===== config.mk =====
export PLATFORM = sky130hd
export DESIGN_NAME = text_cell_fetch
export DESIGN_NICKNAME = d
export VERILOG_FILES = /design/src/rtl/vga_text_pkg.sv /design/src/rtl/text_port_arbiter.sv /design/src/rtl/text_cell_fetch.sv
export SDC_FILE = /design/constraint.sdc
export NUM_CORES = 1
export LEC_CHECK = 0
export ABC_AREA = 1
export CAP_MARGIN = 20
export CORE_MARGIN = 3
export CORE_UTILIZATION = 35
export DETAILED_ROUTE_END_ITERATION = 10
export HOLD_SLACK_MARGIN = 0.12
export PLACE_DENSITY = 0.74
export SYNTH_ARGS = -nofsm -noshare
export SYNTH_HDL_FRONTEND = slang
export SYNTH_HIERARCHICAL = 1
export SYNTH_SLANG_ARGS = --single-unit

===== constraint.sdc =====
create_clock -name clk -period 1.6 [get_ports clk]
set_input_delay 0.16 -clock clk [delete_from_list [all_inputs] [get_ports clk]]
set_output_delay 0.16 -clock clk [all_outputs]
set_load 0.01 [all_outputs]

===== src/rtl/vga_text_pkg.sv =====
// Shared constants, FSM state type and helpers for the VGA text-mode cell fetch path.
// Build option: TEXT_CURSOR_EN enables the blinking block cursor override.
package vga_text_pkg;

    localparam int unsigned DEF_COLS   = 80;
    localparam int unsigned DEF_ROWS   = 30;
    localparam int unsigned DEF_FONT_H = 16;
    localparam int unsigned DEF_TA_W   = 12;

    localparam int unsigned TXT_DW     = 16;
    localparam int unsigned FONT_AW    = 12;
    localparam int unsigned FONT_DW    = 8;
    localparam int unsigned CELL_W     = 7;
    localparam int unsigned PIX_DELAY  = 5;

    localparam int unsigned CUR_LINE_A = 14;
    localparam int unsigned CUR_LINE_B = 15;
    localparam int unsigned BLINK_W    = 5;

    typedef enum logic [1:0] {
        ST_IDLE = 2'd0,
        ST_TXT  = 2'd1,
        ST_FONT = 2'd2,
        ST_LOAD = 2'd3
    } fetch_state_t;

    function automatic logic [FONT_AW-1:0] font_index(input logic [7:0] ch, input logic [3:0] line);
        return {ch, line};
    endfunction

endpackage


===== src/rtl/text_port_arbiter.sv =====
// Single text-RAM port shared between the cell fetch (absolute priority) and a host port.
// Generates the one-cycle host acknowledge and gates out-of-range host addresses.
module text_port_arbiter
    import vga_text_pkg::*;
#(
    parameter int unsigned COLS = DEF_COLS,
    parameter int unsigned ROWS = DEF_ROWS,
    parameter int unsigned TA_W = DEF_TA_W
) (
    input  logic              clk,
    input  logic              rst_n,
    input  logic              fetch_en,
    input  logic [TA_W-1:0]   fetch_addr,
    input  logic              host_req,
    input  logic              host_we,
    input  logic [TA_W-1:0]   host_addr,
    input  logic [TXT_DW-1:0] host_wdata,
    output logic [TA_W-1:0]   txt_addr,
    output logic              txt_en,
    output logic              txt_we,
    output logic [TXT_DW-1:0] txt_wdata,
    input  logic [TXT_DW-1:0] txt_rdata,
    output logic              host_ack,
    output logic [TXT_DW-1:0] host_rdata
);

    localparam int unsigned CELLS = COLS * ROWS;

    logic r_armed;
    logic r_host_ack;
    logic r_host_rd;

    logic w_host_take;
    logic w_host_in_range;
    logic w_host_issue;

    // Host drives the port combinationally in its request cycle so read data
    // lands in the ack cycle; the fetch port cycle is registered, so the host
    // only loses the cycles in which that registered fetch read is on the port.
    assign w_host_take     = r_armed && host_req && !fetch_en;
    assign w_host_in_range = (32'(host_addr) < CELLS);
    assign w_host_issue    = w_host_take && w_host_in_range;

    assign txt_en     = fetch_en || w_host_issue;
    assign txt_we     = w_host_issue && host_we;
    assign txt_addr   = w_host_issue ? host_addr : fetch_addr;
    assign txt_wdata  = w_host_issue ? host_wdata : '0;

    assign host_ack   = r_host_ack;
    assign host_rdata = r_host_rd ? txt_rdata : '0;

    always_ff @(posedge clk or negedge rst_n) begin
        if (!rst_n) begin
            r_armed    <= 1'b0;
            r_host_ack <= 1'b0;
            r_host_rd  <= 1'b0;
        end else begin
            r_armed    <= 1'b1;
            r_host_ack <= w_host_take;
            r_host_rd  <= w_host_issue && !host_we;
        end
    end

endmodule


===== src/rtl/text_cell_fetch.sv =====
// Per-cell char/attr and font-line fetch sequencer for VGA text mode, fixed 5-cycle latency.
// Build option: TEXT_CURSOR_EN adds cursor ports, blink counter and cursor-line override.
module text_cell_fetch
    import vga_text_pkg::*;
#(
    parameter int unsigned COLS   = DEF_COLS,
    parameter int unsigned ROWS   = DEF_ROWS,
    parameter int unsigned FONT_H = DEF_FONT_H,
    parameter int unsigned TA_W   = DEF_TA_W
) (
    input  logic               clk,
    input  logic               rst_n,
    input  logic               de,
    input  logic [9:0]         pix_x,
    input  logic [9:0]         pix_y,
    output logic [TA_W-1:0]    txt_addr,
    output logic               txt_en,
    output logic               txt_we,
    output logic [TXT_DW-1:0]  txt_wdata,
    input  logic [TXT_DW-1:0]  txt_rdata,
    output logic [FONT_AW-1:0] font_addr,
    input  logic [FONT_DW-1:0] font_data,
    input  logic               host_req,
    input  logic               host_we,
    input  logic [TA_W-1:0]    host_addr,
    input  logic [TXT_DW-1:0]  host_wdata,
    output logic               host_ack,
    output logic [TXT_DW-1:0]  host_rdata,
    output logic [FONT_DW-1:0] font_line_data,
    output logic [2:0]         char_pix_x,
    output logic [7:0]         bg_fg_index,
    output logic               pix_valid
`ifdef TEXT_CURSOR_EN
    ,
    input  logic [6:0]         cursor_col,
    input  logic [4:0]         cursor_row,
    input  logic               frame_tick
`endif
);

    localparam int unsigned LINE_W = $clog2(FONT_H);

    fetch_state_t     r_state;
    logic             r_fetch_en;
    logic [TA_W-1:0]  r_fetch_addr;
    logic [3:0]       r_line;
    logic             r_blank;
    logic [7:0]       r_attr;
    logic             r_load_now;
    logic [3:0]       r_dly [PIX_DELAY];

    logic [CELL_W-1:0] w_cell;
    logic [9:0]        w_row;
    logic [3:0]        w_line;
    logic              w_start;
    logic              w_in_range;
    logic [TA_W-1:0]   w_addr;
    logic              w_cur_force;

    assign w_cell     = pix_x[9:3];
    assign w_row      = pix_y >> LINE_W;
    assign w_line     = 4'(pix_y[LINE_W-1:0]);
    assign w_start    = de && (pix_x[2:0] == 3'd0) && (r_state == ST_IDLE);
    assign w_in_range = (32'(w_cell) < COLS) && (32'(w_row) < ROWS);
    assign w_addr     = TA_W'(w_row) * TA_W'(COLS) + TA_W'(w_cell);

`ifdef TEXT_CURSOR_EN
    logic [BLINK_W-1:0] r_blink;
    logic               r_cur_hit;
    logic               w_cur_hit;

    assign w_cur_hit = (w_cell == cursor_col) && (w_row == 10'(cursor_row)) &&
                       ((w_line == 4'(CUR_LINE_A)) || (w_line == 4'(CUR_LINE_B)));
    assign w_cur_force = r_cur_hit && !r_blink[BLINK_W-1];

    always_ff @(posedge clk or negedge rst_n) begin
        if (!rst_n) begin
            r_blink   <= '0;
            r_cur_hit <= 1'b0;
        end else begin
            if (frame_tick) begin
                r_blink <= r_blink + BLINK_W'(1);
            end
            if (w_start) begin
                r_cur_hit <= w_cur_hit;
            end
        end
    end
`else
    assign w_cur_force = 1'b0;
`endif

    always_ff @(posedge clk or negedge rst_n) begin
        if (!rst_n) begin
            r_state        <= ST_IDLE;
            r_fetch_en     <= 1'b0;
            r_fetch_addr   <= '0;
            r_line         <= '0;
            r_blank        <= 1'b0;
            r_attr         <= '0;
            r_load_now     <= 1'b0;
            font_addr      <= '0;
            font_line_data <= '0;
            bg_fg_index    <= '0;
        end else begin
            r_fetch_en <= 1'b0;
            r_load_now <= 1'b0;
            case (r_state)
                ST_IDLE: begin
                    if (w_start) begin
                        r_state    <= ST_TXT;
                        r_fetch_en <= w_in_range;
                        r_line     <= w_line;
                        r_blank    <= !w_in_range;
                        if (w_in_range) begin
                            r_fetch_addr <= w_addr;
                        end
                    end
                end
                ST_TXT: begin
                    r_state <= ST_FONT;
                end
                ST_FONT: begin
                    r_state <= ST_LOAD;
                    if (!r_blank) begin
                        font_addr <= font_index(txt_rdata[7:0], r_line);
                        r_attr    <= txt_rdata[15:8];
                    end
                end
                ST_LOAD: begin
                    r_state    <= ST_IDLE;
                    r_load_now <= 1'b1;
                end
                default: begin
                    r_state <= ST_IDLE;
                end
            endcase

            // ROM data for this cell is valid one cycle after LOAD.
            if (r_load_now) begin
                if (r_blank) begin
                    font_line_data <= '0;
                    bg_fg_index    <= '0;
                end else begin
                    font_line_data <= w_cur_force ? 8'hFF : font_data;
                    bg_fg_index    <= r_attr;
                end
            end
        end
    end

    always_ff @(posedge clk or negedge rst_n) begin
        if (!rst_n) begin
            for (int unsigned i = 0; i < PIX_DELAY; i++) begin
                r_dly[i] <= '0;
            end
        end else begin
            r_dly[0] <= {de, pix_x[2:0]};
            for (int unsigned i = 1; i < PIX_DELAY; i++) begin
                r_dly[i] <= r_dly[i-1];
            end
        end
    end

    assign pix_valid  = r_dly[PIX_DELAY-1][3];
    assign char_pix_x = r_dly[PIX_DELAY-1][2:0];

    text_port_arbiter #(
        .COLS (COLS),
        .ROWS (ROWS),
        .TA_W (TA_W)
    ) u_arb (
        .clk        (clk),
        .rst_n      (rst_n),
        .fetch_en   (r_fetch_en),
        .fetch_addr (r_fetch_addr),
        .host_req   (host_req),
        .host_we    (host_we),
        .host_addr  (host_addr),
        .host_wdata (host_wdata),
        .txt_addr   (txt_addr),
        .txt_en     (txt_en),
        .txt_we     (txt_we),
        .txt_wdata  (txt_wdata),
        .txt_rdata  (txt_rdata),
        .host_ack   (host_ack),
        .host_rdata (host_rdata)
    );

endmodule


# == Word level (Yosys, flattened, before mapping) ==
# Cells that the tools add are included.
# word_totals
regBits,80
input_bits,77
output_inout_bits,79
word_cells,55
# op_classes
addsub,1
n_mul,1
magnitude_cmp,3
n_eq_ne,4
n_mux,10
n_bitwise,1
reduce_logical,17
# op_table
op,count
$mux 16,2
$mux 8,2
$add 12x7->12,1
$lt 12x12->1 const B,1
$mux 12,1
$logic_and 1x1->1,8
$mul 6x3->8 const B,1
$pmux 2 s4,1
$lt 7x7->1 const B,1
$lt 6x5->1 const B,1
$eq 2x2->1 const B,2
$reduce_and 2->1,2
$logic_not 1->1,3
$logic_not 3->1,1
$mux 1,3
$reduce_and 3->1,1
$eq 2x1->1 const B,1
$logic_not 2->1,1
$mux 2,1
$ne 2x2->1 const B,1
$logic_or 1x1->1,1
$not 1->1,1

# == Longest topological paths before layout ==
# logic_depth
depth_word,5
depth_mapped,11
mapped_depth_nobuf,11

# == Modules after synthesis ==
# The synthesis kept the hierarchy.
# modules_own_cells
mod,instances,cells_per_inst,area_per_inst_um2
text_cell_fetch,1,292,3120.5
text_port_arbiter,1,129,676.9

# == Worst setup path after synthesis ==
# No wires, ideal clock.
# synth_timing
path_kind,input to register
from,input pix_y[5]
to,register r_fetch_addr[11]
arrival_time_ns,1.632
required_time_ns,1.483
path_slack_ns,-0.149
stages,9
path_buffers,0
path_cell_list,ha_1 -> ha_1 -> fa_1 -> xor2_1 -> nand2_1 -> nor2_2 -> nand3_1 -> nand3_1 -> nand2_1
# synth_via
elab_chain_cells,3
# synth_lines
item,line_no,text
"start, declared",text_cell_fetch.sv:15,"input logic [9:0] pix_y,"
"parallel branches: the longest is 3 deep, another holds $add 12x7->12",-,
"end signal, assigned",text_cell_fetch.sv:116,r_fetch_addr <= w_addr;
"end, declared",text_cell_fetch.sv:45,logic [TA_W-1:0] r_fetch_addr;
# Several ways; the timed one is not identified.
# A chain may end at the register's enable or synchronous reset.

# == Worst setup path after layout ==
# layout_timing
from,register r_fetch_en
to,output txt_addr[8]
# layout_via
elab_chain_cells,4
# layout_lines
item,line_no,text
"start, declared",text_cell_fetch.sv:44,logic r_fetch_en;
"start signal, assigned",text_cell_fetch.sv:112,r_fetch_en <= w_in_range;
$logic_not 1->1,text_port_arbiter.sv:40,assign w_host_take = r_armed && host_req && !fetch_en;
$logic_and 1x1->1,text_port_arbiter.sv:40,
$logic_and 1x1->1,text_port_arbiter.sv:42,assign w_host_issue = w_host_take && w_host_in_range;
$mux 12,text_port_arbiter.sv:46,assign txt_addr = w_host_issue ? host_addr : fetch_addr;
"end, declared",text_cell_fetch.sv:16,"output logic [TA_W-1:0] txt_addr,"
# Every way passes these cells.

==> results_dict.tcl <==
set metrics [dict create \
    wirelength_um 9725 \
    grt_max_degree 32 \
    finalWorstSetupSlack_ns -0.1861 \
    outcome "finished, violations left" \
    grt_pass1_wl_um 15260 \
    finalSetupViolations 30 \
    synth_cells 421 \
    hold_class "in2async" \
    violations "setup timing" \
    crit_fanout 5 \
    rr_worst_depth 5 \
    die_width_um 110.2 \
    final_cells 748 \
    crit_required_ns 1.44 \
    finalSetupTns_ns -3.330 \
    critPathArrivalTime_ns 1.63 \
    finalHoldViolations 0 \
    fin_nets 700 \
    insertion_delay_ns 0.34 \
    crit_chain "inv_2 > nand3_4 > nor2_4 > nand2_4 > buf_12 > buf_12 > nand2_2 > nand2_2 > buf_6" \
    end_kind "output pin" \
    ioPinCount 156 \
    fmax_ghz 0.5599 \
    path_class "reg2out" \
    p_total_mw 7.439 \
    startpoint_type "flip-flop" \
    rsz0062_at_grt "yes" \
    cts_sinks 80 \
    fin_crit_ns 1.786 \
    insertedDiodeCount 0 \
    worst_hold_slack_ns 0.2698 \
    p_per_area_mw_per_mm2 1219 \
    yosys_warnings 6 \
    finClkSkew_ns 0.007940 \
    dp.cells 719 \
    cts.path.max_buffers 2 \
    h-tree-depth 3 \
    area_delta_synth_final_pct 60.76 \
    ant_nets 0 \
    rows 37 \
    post_drt_wl_per_cell_um 13.00 \
    drt_first_pass_iters 4 \
    io_buffers 155 \
    critical_path.top_delay_family "buffers and inverters" \
    total_leakage_power_nw 3.105 \
    crit_slowest_cell "dfrtp_1" \
    gr-total-overflow 0 \
    syn_avg_cell_area_sq_um 9.020 \
    synth_cell_types 29 \
    path_buf_inv 4 \
    cap_violations 0 \
    cts_buffers 9 \
    final_util 0.5861 \
    die-area_sq_mm 0.01214 \
    layout-drive-gt1-share 0.2631 \
    syn-cell-area_sq_mm 0.003797 \
    vias 3300 \
    hpwl_um 7353 \
    core_area_sq_mm 0.01042 \
    cts_root_buf "clkbuf_8" \
    worst_ir_drop_vdd_v 0.0006658 \
    route.detailed.drc 0 \
    grt_usage 0.1610 \
    cts_tree "yes" \
    drtIter0Drc 95 \
    antenna_found_initial 0 \
    crit_cells 9 \
    die_h_um 110.2 \
    grt_pass1_vias 3376 \
    synth_seq_cells 80 \
    clkSlewWorstSetupHoldPaths_ns 0.08 \
    syn-num-nets 514 \
    vias_per_cell 4.412 \
    place_congestion 0.8102 \
    fin_crit_sh 1.116 \
    yosysSeqAreaShare 0.5272 \
    cp_slowest_stage_delay_ns 0.37 \
    slew_viol_final 0 \
    initial_utilization 0.3646 \
]
-- flip-flops by register name, indices dropped and copies added, names as in the netlist --
signal,flops
r_state,2
bg_fg_index,8
u_arb/r_host_rd,1
r_dly,16
r_fetch_en,1
font_addr,12
char_pix_x,3
r_line,4
u_arb/host_ack,1
font_line_data,8
r_attr,8
u_arb/r_armed,1
pix_valid,1
r_load_now,1
r_fetch_addr,12
r_blank,1
-- final cells by class --
class / instances / area, sq um
fill: 891 / 4312
multi-input combinational: 244 / 1587
sequential: 80 / 2002
clock buffer: 10 / 127.6
timing repair buffer: 194 / 1859
tap: 136 / 170.2
inverter: 78 / 292.8
clock inverter: 6 / 66.31
-- per-stage QoR --
step	cell area, sq um	setup WS, ns
final	6105	-0.1861
after global placement	5670	-0.5539
after floorplan	3825	0.03916
after CTS	5926	-0.2222
after detailed placement	5670	-0.6140
after global routing	6105	-0.2675
-- routing by layer --
layer | vias to the layer above | track usage | wire length [um] | part of all wire
met2 | 106 | 0.2855 | 5078 | 0.52
met1 | 1509 | 0.1868 | 3827 | 0.39
met4 | 0 | 0.07564 | 198 | 0.020
met5 | - | 0 | 0 | 0
li1 | 1671 | - | - | -
met3 | 14 | 0.03087 | 620 | 0.064
-- report_power, final --
group / switching, mW / total, mW / internal [mW]
Combinational: 1.33 / 2.93 / 1.60
Sequential: 0.392 / 3.08 / 2.68
Clock: 0.708 / 1.44 / 0.730
Total: 2.43 / 7.44 / 5.01
-- synth_stat cells, drive strengths merged --
library cell,number,area share
xnor2,1,0.0023
clkbuf,7,0.0096
nor2,36,0.054
nand3,33,0.046
mux2,9,0.027
conb,1,0.00099
o22ai,7,0.012
inv,78,0.077
fa,2,0.011
buf,12,0.025
nand2,100,0.10
ha,14,0.046
dfrtp,80,0.53
o21ai,23,0.032
xor2,2,0.0046
nand4,3,0.0066
a31oi,2,0.0033
a21oi,11,0.014
-- cell usage in the layout (no fill, tap or decap), drive strengths merged --
master,n
nand2,100
nor2,36
a21oi,11
nand4,3
dlymetal6s2s,1
mux2,9
fa,2
conb,1
dlygate4sd2,17
clkdlybuf4s15,1
inv,80
a31oi,2
o22ai,7
xor2,2
dfrtp,80
clkinv,3
clkdlybuf4s50,102
xnor2,1
nand3,33
clkbuf,13
buf,69
o21ai,23
dlygate4sd3,1
ha,14
bufinv,1
-- final timing paths --
path	to	slack, ns	startpoint
hold reg to reg	char_pix_x[2]	0.35	r_dly[6]
hold / removal	font_line_data[1]	0.27	rst_n
min in group clk	r_dly[18]	0.29	pix_x[2]
setup reg to reg	font_addr[4]	0.17	r_state[0]
max in group asynchronous	bg_fg_index[3]	0.79	rst_n
setup / recovery	txt_addr[8]	-0.19	r_fetch_en
-- kinds of logic after synthesis --
kind of cell | count (synthesis) | share of synthesized area
buffers and inverters | 97 | 0.1117
xor gates and xnor gates | 3 | 0.006921
adders and majority gates | 16 | 0.05667
muxes | 9 | 0.02669
AOI/OAI and AO/OA | 43 | 0.06161
DFF | 80 | 0.5272
other | 1 | 0.0009875
and+or+nand+nor | 172 | 0.2082
-- what timing repair did --
action / CTS / global route
setup buffers: 7 / 4
gates cloned: 3 / 0
hold buffers: 1 / 0
pin swaps: 5 / 10
endpoints found under the hold margin: 80 / 0
resized for setup: 170 / 47
setup endpoints to repair: 50 / 36
(Power assumes the default switching activity.)
